===== src/rtl/cga_alu_mdseq.sv =====
// Shift-and-add multiply / non-restoring divide sequencer for the CGA ALU.
// Decodes Q mux select and ALU step command from a five-state controller.
module cga_alu_mdseq (
  input  logic       ALUCLK,
  input  logic       RST_n,
  input  logic       START,
  input  logic       OPDIV,
  input  logic       ABORT,
  input  logic       Q15,
  input  logic       F15,
  output logic [1:0] QSEL_1_0,
  output logic       QLI,
  output logic [2:0] ALUOP_2_0,
  output logic       BUSY,
  output logic       DONE,
  output logic [3:0] STEP_3_0
);

  typedef enum logic [2:0] {
    S_IDLE,
    S_LOAD,
    S_ITER,
    S_FIX,
    S_FIN
  } state_t;

  state_t     r_state;
  state_t     w_next;
  logic [3:0] r_step;
  logic       r_neg;
  logic       r_opdiv;

  always_ff @(posedge ALUCLK or negedge RST_n) begin
    if (!RST_n) begin
      r_state <= S_IDLE;
      r_step  <= '0;
      r_neg   <= 1'b0;
      r_opdiv <= 1'b0;
    end else begin
      r_state <= w_next;
      // An aborted cycle leaves all bookkeeping untouched.
      if (!ABORT) begin
        case (r_state)
          S_IDLE: if (START) r_opdiv <= OPDIV;
          S_LOAD: begin
            r_step <= 4'd15;
            r_neg  <= 1'b0;
          end
          S_ITER: begin
            r_step <= r_step - 4'd1;
            if (r_opdiv) r_neg <= F15;
          end
          default: ;
        endcase
      end
    end
  end

  always_comb begin
    w_next = r_state;
    case (r_state)
      S_IDLE: if (START && !ABORT) w_next = S_LOAD;
      S_LOAD: w_next = ABORT ? S_IDLE : S_ITER;
      S_ITER: begin
        if (ABORT)              w_next = S_IDLE;
        else if (r_step == '0)  w_next = r_opdiv ? S_FIX : S_FIN;
      end
      S_FIX:  w_next = ABORT ? S_IDLE : S_FIN;
      S_FIN:  w_next = S_IDLE;
      default: w_next = S_IDLE;
    endcase
  end

  always_comb begin
    QSEL_1_0  = 2'b00;
    ALUOP_2_0 = 3'b000;
    QLI       = 1'b0;
    BUSY      = 1'b0;
    DONE      = 1'b0;
    case (r_state)
      S_LOAD: begin
        QSEL_1_0 = 2'b01;
        BUSY     = 1'b1;
      end
      S_ITER: begin
        QSEL_1_0 = 2'b10;
        BUSY     = 1'b1;
        if (r_opdiv) begin
          ALUOP_2_0 = r_neg ? 3'b010 : 3'b011;
          QLI       = ~F15;
        end else begin
          ALUOP_2_0 = Q15 ? 3'b010 : 3'b001;
        end
      end
      S_FIX: begin
        BUSY      = 1'b1;
        ALUOP_2_0 = r_neg ? 3'b100 : 3'b000;
      end
      S_FIN: DONE = 1'b1;
      default: ;
    endcase
    if (ABORT) begin
      QSEL_1_0  = 2'b00;
      ALUOP_2_0 = 3'b000;
      QLI       = 1'b0;
    end
  end

  assign STEP_3_0 = r_step;

endmodule


===== config.mk =====
export PLATFORM = sky130hd
export DESIGN_NAME = cga_alu_mdseq
export DESIGN_NICKNAME = d
export VERILOG_FILES = /design/src/rtl/cga_alu_mdseq.sv
export SDC_FILE = /design/constraint.sdc
export NUM_CORES = 1
export LEC_CHECK = 0
export CORE_MARGIN = 2
export CORE_UTILIZATION = 43
export CTS_CLUSTER_DIAMETER = 60
export DETAILED_ROUTE_END_ITERATION = 8
export PLACE_DENSITY = 0.76
export SYNTH_ARGS = -nofsm -noshare
export SYNTH_HDL_FRONTEND = slang
export SYNTH_SLANG_ARGS = --single-unit

===== constraint.sdc =====
create_clock -name ALUCLK -period 1.8 [get_ports ALUCLK]
set_clock_uncertainty 0.1 [all_clocks]
set_input_delay 0.36 -clock ALUCLK [delete_from_list [all_inputs] [get_ports ALUCLK]]
set_output_delay 0.36 -clock ALUCLK [all_outputs]
set_load 0.03 [all_outputs]

=== After elaboration in Yosys (flattened, before gate mapping) ===
Index checks and enable logic that the tools add are counted.

* Register bits after elaboration: 9
* Input bits: 7
* Output and inout bits: 12
* Word-level logic and storage cells: 47

* Add/sub/neg operators: 1
* Equality and inequality tests: 7
* Multiplexer cells: 23
* Bitwise operators: 2
* Reductions and logical operators: 10

{| class="wikitable"
|+ Operator list
! kind !! number
|-
| 2-to-1 mux 3 bit || 7
|-
| one-hot mux 3 bit (4 select lines) || 1
|-
| 2-to-1 mux 2 bit || 4
|-
| one-hot mux 4 bit (2 select lines) || 1
|-
| 2-to-1 mux 1 bit || 7
|-
| == test 3 x 2 -> 1 bit, second input constant || 2
|-
| one-hot mux 3 bit (2 select lines) || 1
|-
| AND reduction 3 bit || 2
|-
| zero test 4 bit || 1
|-
| inequality test 2 bit, second input constant || 2
|-
| one-hot mux 2 bit (2 select lines) || 1
|-
| AND reduction 2 bit || 2
|-
| subtractor 4 x 1 -> 4 bit, second input constant || 1
|-
| == test 3 x 1 -> 1 bit, second input constant || 1
|-
| == test 3 bit, second input constant || 1
|-
| zero test 3 bit || 1
|-
| inequality test 3 bit, second input constant || 1
|-
| OR reduction 3 bit || 1
|-
| inverter 1 bit || 2
|-
| one-hot mux 1 bit (2 select lines) || 1
|-
| nonzero test 2 bit || 1
|-
| logical AND 1 bit || 1
|-
| zero test 1 bit || 1
|}

=== Depth between registers and ports, before layout ===
Gate-level depths: netlist (run 1).

* Word-level depth: 4
* Depth in mapped cells: 6
* Depth with buffers taken out: 5

=== Worst setup path after synthesis (run 1) ===
No wires, ideal clock.

* Path kind: register to register
* Start point: reg r_state[2]
* End point: reg r_neg
* Setup time: 0.125 ns
* Data arrival time: 1.748 ns
* Data required time: 1.575 ns
* Slack: -0.173 ns
* Cell stages (with the launch flop): 5
* Buffers on the path: 1
* Clock period less this slack: 1.973 ns
* Cell sequence: dfrtp_1 -> buf_2 -> nor4b_2 -> and2b_2 -> mux2_4

* Word-level cells in the longest chain between the ends: 3
* Elaborated cells between the ends (all ways): 6
* Classes of those cells: eq/ne: 3; mux: 1; reduce/logical: 2

{| class="wikitable"
|+ Ends and longest elaborated chain
! element !! RTL line !! text
|-
| start, declared || 27 || <nowiki>state_t r_state;</nowiki>
|-
| start signal, assigned || 40 || <nowiki>r_state <= w_next;</nowiki>
|-
| == test 3 x 2 -> 1 bit / == test 3 x 1 -> 1 bit (equally long branches) || 43 || <nowiki>case (r_state)</nowiki>
|-
| inequality test 2 bit (no line) / nonzero test 2 bit (equally long branches) || n/a ||
|-
| AND reduction 3 bit (no line) || n/a ||
|-
| end signal, assigned || 37 || <nowiki>r_neg <= 1'b0;</nowiki>
|-
| end signal, assigned || 47 || <nowiki>r_neg <= 1'b0;</nowiki>
|-
| end signal, assigned || 51 || <nowiki>if (r_opdiv) r_neg <= F15;</nowiki>
|-
| end, declared || 30 || <nowiki>logic r_neg;</nowiki>
|}

Parallel ways exist; a longest one is shown, timed or not.
A chain may end at the register's enable or synchronous reset.

=== Worst setup path in the final report (run 1) ===
* Start point: reg r_state[2]
* End point: out QLI

* Word-level cells in the longest chain between the ends: 3

{| class="wikitable"
|+ Ends and longest elaborated chain
! element !! RTL line !! text
|-
| == test 3 x 2 -> 1 bit || 80 || <nowiki>case (r_state)</nowiki>
|-
| 2-to-1 mux 1 bit || 80 ||
|-
| 2-to-1 mux 1 bit || 102 || <nowiki>if (ABORT) begin</nowiki>
|-
| end, declared || 12 || <nowiki>output logic QLI,</nowiki>
|}

Every way passes these cells.

==> impl_metrics.csv, run 1 <==
group,metric,value,unit
floorplan,io_pins,19,
worst_setup_path,path_class,"register to output port",
outcome,violations,"negative setup slack",
clock_tree,cts_tree,"built",
worst_setup_path,crit_required,1340,ps
grt,grt_pass1_vias,531,
logic_synthesis,synth_edf_count,0,
grt,antenna_found_initial,0,
sta,hold_viol,0,
detailed_routing,drtPass1Iterations,4,
pwr,ir_drop,0.000739,V
cells_and_area,fill_cells,106,
placed_design,place_congestion,0.752,
detailed_routing,routedWlPerCell,13.8,µm
clock_tree,path_clk_slew,60,ps
floorplan,core-area,1250,µm²
detailed_routing,routed_wl,1.45,mm
sta,slew_viol_final,0,
worst_setup_path,r2r_end,"r_neg",
clock_tree,htree_levels,1,
cells_and_area,antenna-diode-count,0,
grt,grt_use_total,22.7,%
floorplan,die_w,40.1,µm
detailed_routing,via_per_inst,5.12,
grt,grt_overflow_total,0,
pwr,p_sw_share,38.5,%
worst_setup_path,start_kind,"register",
floorplan,initial_core_util,44.9,%
logic_synthesis,synthArstFlopShare,100,%
detailed_routing,drtIter0Drc,8,
placed_design,placed_cell_area,815,µm²
pwr,seq_power_share,38.7,%
logic_synthesis,syn_nets,64,
logic_synthesis,synth_commonest_cells,"dfrtp_1, nor2_1, a31oi_1, inv_1, nor3_1",
pwr,powerDensity,884,nW/µm²
pwr,comb_power_share,41.6,%
cells_and_area,layout.nets,99,
sta,tightest_slew,432,ps
worst_setup_path,ff2ff_setup_slack,200,ps
grt,grt_pass1_wl,2.35,mm
sta,slew_headroom,71.1,%
cells_and_area,stdcell_area,898,µm²
logic_synthesis,ys_types,30,
logic_synthesis,synthTopCellsByArea,"dfrtp_1, nor2_1, or4b_1",
sta,rsz0062_at_grt,"true",
grt,grt_max_degree,10,
logic_synthesis,ys_seq_area_share,40.1,%
cells_and_area,area_delta_synth_final,59.9,%
worst_setup_path,r2r_start,"r_state[1]",
logic_synthesis,synth_top_flop_cell,"dfrtp_1",
logic_synthesis,post-synth-top-area-cell,"dfrtp_1",
placed_design,portBuffers,18,
min_path,hold_path.class,"input port to asynchronous set/reset pin",
sta,finalCritPeriodShare,101,%
job,cap_viol_max_count,0,
sta,setup_ws,-21.0,ps
sta,fin_tns_setup,-47.5,ps
pwr,p_leak,0.000423,µW
clock_tree,clock_sinks,9,
detailed_routing,antenna_left,0,
logic_synthesis,netlist_instances,56,
floorplan,die_area,1610,µm²
logic_synthesis,netlist_area,562,µm²
outcome,status,"complete, but fails checks",
pwr,clkPwrFrac,19.7,%
sta,finalCriticalPeriod,1820,ps
clock_tree,cts-buffers-inserted,3,
worst_setup_path,end_kind,"output port",
logic_synthesis,yosysWarningCount,0,
pwr,p_int,489,µW
sta,setup_violations,3,
floorplan,num_rows,13,
placed_design,dp_hpwl,1.04,mm
pwr,p_switching,305,µW
detailed_routing,drc,0,
clock_tree,clk_path_buf_depth,2,
floorplan,die_y,40.1,µm
clock_tree,cts_hold_buf,0,
logic_synthesis,ys_ff_latch,9,
worst_setup_path,arrival,1360,ps
cells_and_area,drive_gt1_share,40.0,%
logic_synthesis,yosysMostFrequentCell,"dfrtp_1",
worst_setup_path,crit_start,"r_state[2]",
placed_design,dp_slack,-240,ps
sta,fmax,0.549,GHz
detailed_routing,vias,538,
clock_tree,cts-root-buf,"clkbuf_4",
clock_tree,clkLatencyLatePin,260,ps
worst_setup_path,reg2regPathDepth,4,
worst_setup_path,path_max_fanout,4,
logic_synthesis,syn_avg_cell_area,10.0,µm²
logic_synthesis,synth_top_area_share,40.1,%
[sequential cells by signal, indices dropped and copies added (netlist names)]
name	count
r_opdiv	1
STEP_3_0	4
r_neg	1
r_state	3
[power by group through the flow]
| stage | clock (µW) | sequential, µW | combinational [µW] |
|---|---|---|---|
| 6_report | 156 | 307 | 330 |
| 5_1_grt | 173 | 315 | 362 |
| 4_1_cts | 163 | 304 | 326 |
| 3_5_place_dp | 0 | 309 | 329 |
| 3_3_place_gp | 0 | 308 | 323 |
| 2_1_floorplan | 0 | 354 | 146 |
[worst max path at each step]
stage / to / cells after the start
floorplan: QLI / 6
global placement: r_neg / 5
detailed placement: r_neg / 5
CTS: QLI / 6
global route: QLI / 6
finish: QLI / 6
[routing by layer]
metal  global-route usage, %  wire length, µm  vias up
met5                       0                0        -
met1                    26.2              595      252
li1                        -                -      271
met4                    10.3                0        0
met3                    5.00               79        0
met2                    39.5              779       15
[cell type report]
cell class / instances / area (µm²) / share of cell area, %
Clock buffer: 4 / 26.3 / 2.92
Multi-Input combinational cell: 41 / 328 / 36.5
Tap cell: 15 / 18.8 / 2.09
Sequential cell: 9 / 228 / 25.3
Timing Repair Buffer: 32 / 278 / 30.9
Inverter: 4 / 20.0 / 2.23
[critical path: stages (launching register included)]
cell	delay, ps
dfrtp_1	410
nor3b_4	220
nand2_2	120
clkinv_4	80
nand2_4	50
nor2_4	80
buf_6	130
[through the flow]
stage	hold WS (ps)	total power (µW)	instances	util, %
2_1_floorplan	-35.6	499	56	-
3_3_place_gp	406	631	97	65.0
3_5_place_dp	402	638	97	65.0
4_1_cts	308	793	104	70.3
5_1_grt	321	851	105	71.7
6_report	307	794	105	71.7
[repair_timing]
action,in CTS,in global routing
setup endpoints to repair,11,7
buffers inserted,3,1
resized for setup,12,3
pin swaps,3,2
[placed cells by master, fill, tap and decap left out, types with 3 or more instances in the layout]
master / Yosys / layout
nor2_1: 7 / 5
clkbuf_4: 0 / 3
buf_6: 0 / 5
inv_1: 3 / 3
a31oi_1: 3 / 3
nor3_1: 3 / 3
clkdlybuf4s50_1: 0 / 5
dlygate4sd2_1: 0 / 5
buf_4: 1 / 17
dfrtp_1: 9 / 7
[logic make-up after synthesis]
kind of cell	share of synthesized area, %
and+or+nand+nor	30.7
DFF	40.1
adders and majority gates	2.23
buffers and inverters	5.79
muxes	4.68
AOI/OAI and AO/OA	16.5
(Power assumes the default switching activity.)
==> inputs of run 2 (changes only) <==
Settings changed: CORE_AREA from default to 2 2 39 41, CORE_MARGIN 2 to default, CORE_UTILIZATION 43 to default, CTS_BUF_LIST from default to sky130_fd_sc_hd__clkbuf_2, DIE_AREA from default to 0 0 41 43, GPL_TIMING_DRIVEN from default to 0, PLACE_DENSITY 0.76 to 0.75.
==> run 2 against run 1 <==
Net effect: via count rose by 2.4%; the flow still finishes with violations (negative setup slack); worst hold slack improved by 0.55 ps; critical path depth rose by 1; final cell count did not move; critical endpoint unchanged; non-clock buffer count fell by 1; utilization fell by 6.8 points; first-iteration DRC count rose by 13%; sequential share of layout area fell by 0.14 points; wire length fell by 0.62%.
==> impl_metrics.csv, run 2 (synthesis results as in run 1) <==
group,metric,value,unit
outcome,status,"complete, but fails checks",
outcome,violations,"negative setup slack",
placed_design,placed_cell_area,773,µm²
floorplan,die_w,41,µm
grt,grt_pass1_vias,525,
worst_setup_path,end_kind,"output port",
clock_tree,cts-buffers-inserted,3,
floorplan,core-area,1380,µm²
worst_setup_path,arrival,1480,ps
cells_and_area,stdcell_count,105,
sta,fmax,0.515,GHz
detailed_routing,routedWlPerCell,13.8,µm
clock_tree,path_clk_slew,100,ps
floorplan,die_area,1760,µm²
detailed_routing,routed_wl,1.45,mm
clock_tree,clock_sinks,9,
worst_setup_path,path_max_fanout,7,
cells_and_area,largest_register_ff_count,4,
cells_and_area,stdcell_area,898,µm²
worst_setup_path,crit_buf_inv,3,
cells_and_area,antenna-diode-count,0,
job,cap_viol_max_count,0,
worst_setup_path,crit_required,1340,ps
detailed_routing,antenna_left,0,
sta,tightest_slew,433,ps
worst_setup_path,ff2ff_setup_slack,50,ps
sta,setup_violations,6,
floorplan,io_pins,19,
worst_setup_path,crit_path_top_delay_cell,"dlygate4sd2_1",
sta,setup_ws,-140,ps
clock_tree,cts-root-buf,"clkbuf_2",
grt,grt_max_degree,11,
floorplan,initial_core_util,40.6,%
clock_tree,htree_levels,1,
detailed_routing,vias,551,
grt,grt_overflow_total,0,
detailed_routing,drtIter0Drc,9,
sta,slew_headroom,71.0,%
sta,finalCriticalPeriod,1940,ps
detailed_routing,drc,0,
worst_setup_path,crit_path_end,"QLI",
worst_setup_path,path_class,"input port to output port",
detailed_routing,via_per_inst,5.25,
worst_setup_path,r2r_start,"r_state[1]",
grt,antenna_found_initial,0,
worst_setup_path,r2r_end,"r_neg",
cells_and_area,area_delta_synth_final,59.9,%
grt,grt_use_total,18.9,%
placed_design,place_congestion,0.745,
pwr,p_leak,0.000426,µW
floorplan,num_rows,14,
sta,finalCritPeriodShare,108,%
worst_setup_path,cp.depth,7,
sta,fin_tns_setup,-552,ps
worst_setup_path,crit_start,"ABORT",
grt,grt_pass1_wl,2.19,mm
pwr,ir_drop,0.000561,V
placed_design,portBuffers,18,
min_path,hold_path.class,"input port to asynchronous set/reset pin",
sta,slew_viol_final,0,
worst_setup_path,start_kind,"input port",
cells_and_area,drive_gt1_share,42.7,%
placed_design,dp_hpwl,902,µm
cells_and_area,layout_common_cells,"buf_4, dfrtp_1, buf_6",
sta,rsz0062_at_grt,"true",
worst_setup_path,reg2regPathDepth,5,
placed_design,dpl.cell_count,90,
floorplan,die_y,43,µm
clock_tree,clkLatencyLatePin,250,ps
cells_and_area,layout_commonest_cell,"buf_4",
cells_and_area,layout.nets,98,
clock_tree,cts_hold_buf,0,
worst_setup_path,cp_slowest_stage_delay,350,ps
cells_and_area,post-route-util,64.9,%
pwr,powerDensity,849,nW/µm²
sta,hold_viol,0,
detailed_routing,drtPass1Iterations,4,
clock_tree,cts_tree,"built",
clock_tree,clk_path_buf_depth,2,
worst_setup_path,path_cells,"dlygate4sd2_1, nor3b_4, nand2_2, clkinv_4, nand2_4, nor2_4, buf_6",
worst_setup_path,crit_family,"simple AND/OR/NAND/NOR gates",
## run 2: per-layer routing
metal	track usage [%]	vias up	routed length (µm)
li1	-	268	-
met1	20.4	264	583
met2	31.6	17	792
met3	3.14	2	59
met4	12.0	0	8
met5	0	-	0
## run 2: worst min-delay path by stage
stage,start,endpoint,slack [ps],cells past startpoint
after floorplan,RST_n,STEP_3_0[0],-40,0
after global placement,STEP_3_0[3],STEP_3_0[3],420,1
after detailed placement,STEP_3_0[3],STEP_3_0[3],420,1
after CTS,RST_n,STEP_3_0[0],310,1
after global routing,RST_n,r_state[0],320,1
final,RST_n,STEP_3_0[0],310,1
## run 2: final cells by class
type	count	area, µm²
Clock buffer	4	20.0
Multi-Input combinational cell	41	338
Tap cell	16	20.0
Sequential cell	9	226
Inverter	4	20.0
Fill cell	116	485
Buffer	2	18.8
Timing Repair Buffer	29	255
## run 2: repair_timing
action	4_1_cts	5_1_grt
setup buffers	6	5
endpoints found under the setup margin	13	7
resized for setup	58	11
pin swaps	3	3
hold endpoints to repair	0	0
## run 2: per-stage QoR
step / hold WS, ps / setup WS [ps] / total power, µW
global placement: 418 / -957 / 618
floorplan: -35.6 / 38.0 / 499
CTS: 311 / -169 / 748
finish: 307 / -140 / 763
global route: 324 / -216 / 811
detailed placement: 422 / -967 / 628
## run 2: power breakdown
group	switching, µW	leakage, µW	internal (µW)	total, µW
registers	56.9	0.000106	245	302
clock network	75.5	0.0000166	59.0	135
logic	175	0.000303	151	326
==> inputs of run 3 (changes only) <==
Settings changed: ABC_AREA from default to 1, PLACE_DENSITY 0.75 to 0.76.
==> run 3 against run 2 <==
Net effect: the run still ends with negative setup slack left; global-route usage down 1.2 points; count of clock-buffer cells in the layout unchanged; critical path depth down 1; combinational power rose to 2.6 times the previous value; final cell count increased by 16%; area after synthesis up 1.3%; critical path type is now register to output port.
==> impl_metrics.csv, run 3 <==
group,metric,value,unit
floorplan,core-area,1380,µm²
clock_tree,clkLatencyLatePin,240,ps
pwr,finalPower,1370,µW
cells_and_area,layout_commonest_cell,"nand2_1",
sta,holdWs,303,ps
worst_setup_path,end_kind,"output port",
logic_synthesis,ys_seq_area_share,39.6,%
worst_setup_path,arrival,1360,ps
clock_tree,clock_sinks,9,
detailed_routing,drc,0,
logic_synthesis,synth_edf_count,0,
placed_design,placed_cell_area,776,µm²
sta,hold_viol,0,
logic_synthesis,synth_top_area_share,39.6,%
logic_synthesis,synth_top_flop_cell,"dfrtp_1",
detailed_routing,wl_met2,711,µm
detailed_routing,route.met3.wl,91,µm
worst_setup_path,ff2ff_setup_slack,430,ps
grt,grt_max_degree,10,
cells_and_area,drive_gt1_share,34.0,%
worst_setup_path,path_max_fanout,5,
logic_synthesis,netlist_instances,82,
logic_synthesis,syn_nets,90,
grt,grt_overflow_total,0,
detailed_routing,routed.top_layer,"met4",
sta,fmax,0.550,GHz
worst_setup_path,start_kind,"register",
logic_synthesis,yosys.area_share.simple,46.2,%
floorplan,initial_core_util,41.1,%
logic_synthesis,synth_compound_area_share,4.84,%
clock_tree,clk_path_buf_depth,2,
cells_and_area,largest_register_ff_count,4,
logic_synthesis,syn_avg_cell_area,6.94,µm²
placed_design,place_congestion,0.702,
floorplan,die_y,43,µm
floorplan,num_rows,14,
sta,setup_ws,-17.5,ps
sta,slew_viol_final,0,
pwr,p_leak,0.000455,µW
cells_and_area,stdcell_area,841,µm²
logic_synthesis,synth_top_family_by_area,"simple AND/OR/NAND/NOR gates",
sta,tightest_slew,397,ps
logic_synthesis,ys_ff_latch,9,
worst_setup_path,r2r_start,"r_state[2]",
sta,finalCriticalPeriod,1820,ps
sta,slew_headroom,73.4,%
cells_and_area,layout.nets,115,
job,cap_viol_max_count,0,
cells_and_area,seq_area,229,µm²
pwr,powerDensity,1630,nW/µm²
detailed_routing,met1_length,553,µm
worst_setup_path,crit_required,1340,ps
detailed_routing,via_per_inst,4.98,
logic_synthesis,synthArstFlopShare,100,%
worst_setup_path,crit_start,"r_state[2]",
cells_and_area,area_delta_synth_final,47.7,%
detailed_routing,antenna_left,0,
detailed_routing,drtPass1Iterations,4,
logic_synthesis,yosysWarningCount,0,
grt,antenna_found_initial,0,
min_path,hold_path.class,"input port to asynchronous set/reset pin",
logic_synthesis,synth_commonest_cells,"nand2_1, nor2_1, nand3_1",
floorplan,io_pins,19,
logic_synthesis,synthAdderAreaFrac,2.20,%
cells_and_area,antenna-diode-count,0,
detailed_routing,routed_wl,1.37,mm
clock_tree,cts-root-buf,"clkbuf_2",
outcome,status,"complete, but fails checks",
logic_synthesis,yosysMostFrequentCell,"nand2_1",
cells_and_area,stdcell_count,122,
sta,setup_violations,1,
detailed_routing,routedWlPerCell,11.2,µm
detailed_routing,vias,608,
cells_and_area,fill_cells,132,
logic_synthesis,synth_xor_area_share,0,%
clock_tree,htree_levels,1,
logic_synthesis,synth.area.mux_share,0,%
grt,grt_pass1_vias,513,
placed_design,dp_hpwl,979,µm
logic_synthesis,netlist_area,569,µm²
floorplan,die_w,41,µm
clock_tree,cts-buffers-inserted,3,
placed_design,dpl.cell_count,116,
logic_synthesis,post-synth-top-area-cell,"dfrtp_1",
placed_design,portBuffers,18,
detailed_routing,drtIter0Drc,17,
clock_tree,path_clk_slew,80,ps
grt,grt_pass1_wl,2.04,mm
placed_design,dp_slack,-757,ps
floorplan,die_area,1760,µm²
grt,grt_use_total,17.7,%
worst_setup_path,reg2regPathDepth,7,
sta,finalCritPeriodShare,101,%
logic_synthesis,ys_types,19,
cells_and_area,layout_common_cells,"nand2_1, nand3_1, nor2_1",
sta,rsz0062_at_grt,"true",
outcome,violations,"negative setup slack",
worst_setup_path,path_class,"register to output port",
cells_and_area,multi_input_comb_area,343,µm²
logic_synthesis,synthTopCellsByArea,"dfrtp_1, nand2_1, nand3_1",
worst_setup_path,r2r_end,"r_state[1]",
clock_tree,cts_tree,"built",
pwr,ir_drop,0.000881,V
## run 3: cell types whose count changed after synthesis, sizes merged, moves of 3 or more
cell and delta:
nand3 +11, nor3b -3, a31oi -3, inv +8, nor2 +10, nand2 +21
## run 3: area by class of cell
class	count	area share, %
clock buffer	4	2.38
inverter	11	5.21
multi-input combinational	62	40.8
sequential	9	27.2
tap	16	2.38
timing repair buffer	20	22.0
## run 3: routing by layer
layer | GRT usage [%] | vias to the layer above
met1 | 19.9 | 276
met4 | 10.0 | 0
met2 | 29.4 | 20
li1 | - | 308
met3 | 3.14 | 4
met5 | 0 | -
## run 3: cells by family (layout without fill, tap and decap cells)
| kind of cell | count (synthesis) | count (layout) |
|---|---|---|
| adder cells (fa/ha/maj) | 1 | 1 |
| buffers and inverters | 11 | 35 |
| flip-flops | 9 | 9 |
| AND/OR/NAND/NOR | 56 | 56 |
| AO/OA/AOI/OAI | 5 | 5 |
## run 3: stage by stage
stage	util (%)	setup TNS [ps]
after CTS	57.8	-475
final	60.8	-17.5
after global routing	60.8	-151
after detailed placement	56.1	-3860
after global placement	56.1	-3680
after floorplan	-	0
## run 3: worst max-delay path by stage
stage / endpoint / slack, ps / cells past startpoint
CTS: ALUOP_2_0[0] / -190 / 5
global route: ALUOP_2_0[0] / -80 / 6
finish: ALUOP_2_0[0] / -20 / 6
detailed placement: ALUOP_2_0[0] / -760 / 5
floorplan: ALUOP_2_0[0] / 5 / 5
global placement: ALUOP_2_0[0] / -760 / 5
## run 3: worst max-delay path, cell delays in order, from the launching register on
cell and delay, ps:
dfrtp_2 470, inv_4 90, nand2_4 60, nor3_4 160, nand3_1 90, o21ai_1 80, buf_4 170
## run 3: timing repair
action                                  in CTS  in global routing
resized for setup                           29                 32
endpoints found under the setup margin       8                 12
hold buffers                                 0                  0
setup buffers                                1                  1
pin swaps                                    1                  0
## run 3: report_power, final
part	total (µW)	switching (µW)	internal (µW)
Sequential	398	101	296
Combinational	849	543	305
Clock	123	64.1	59.1
Total	1370	709	661
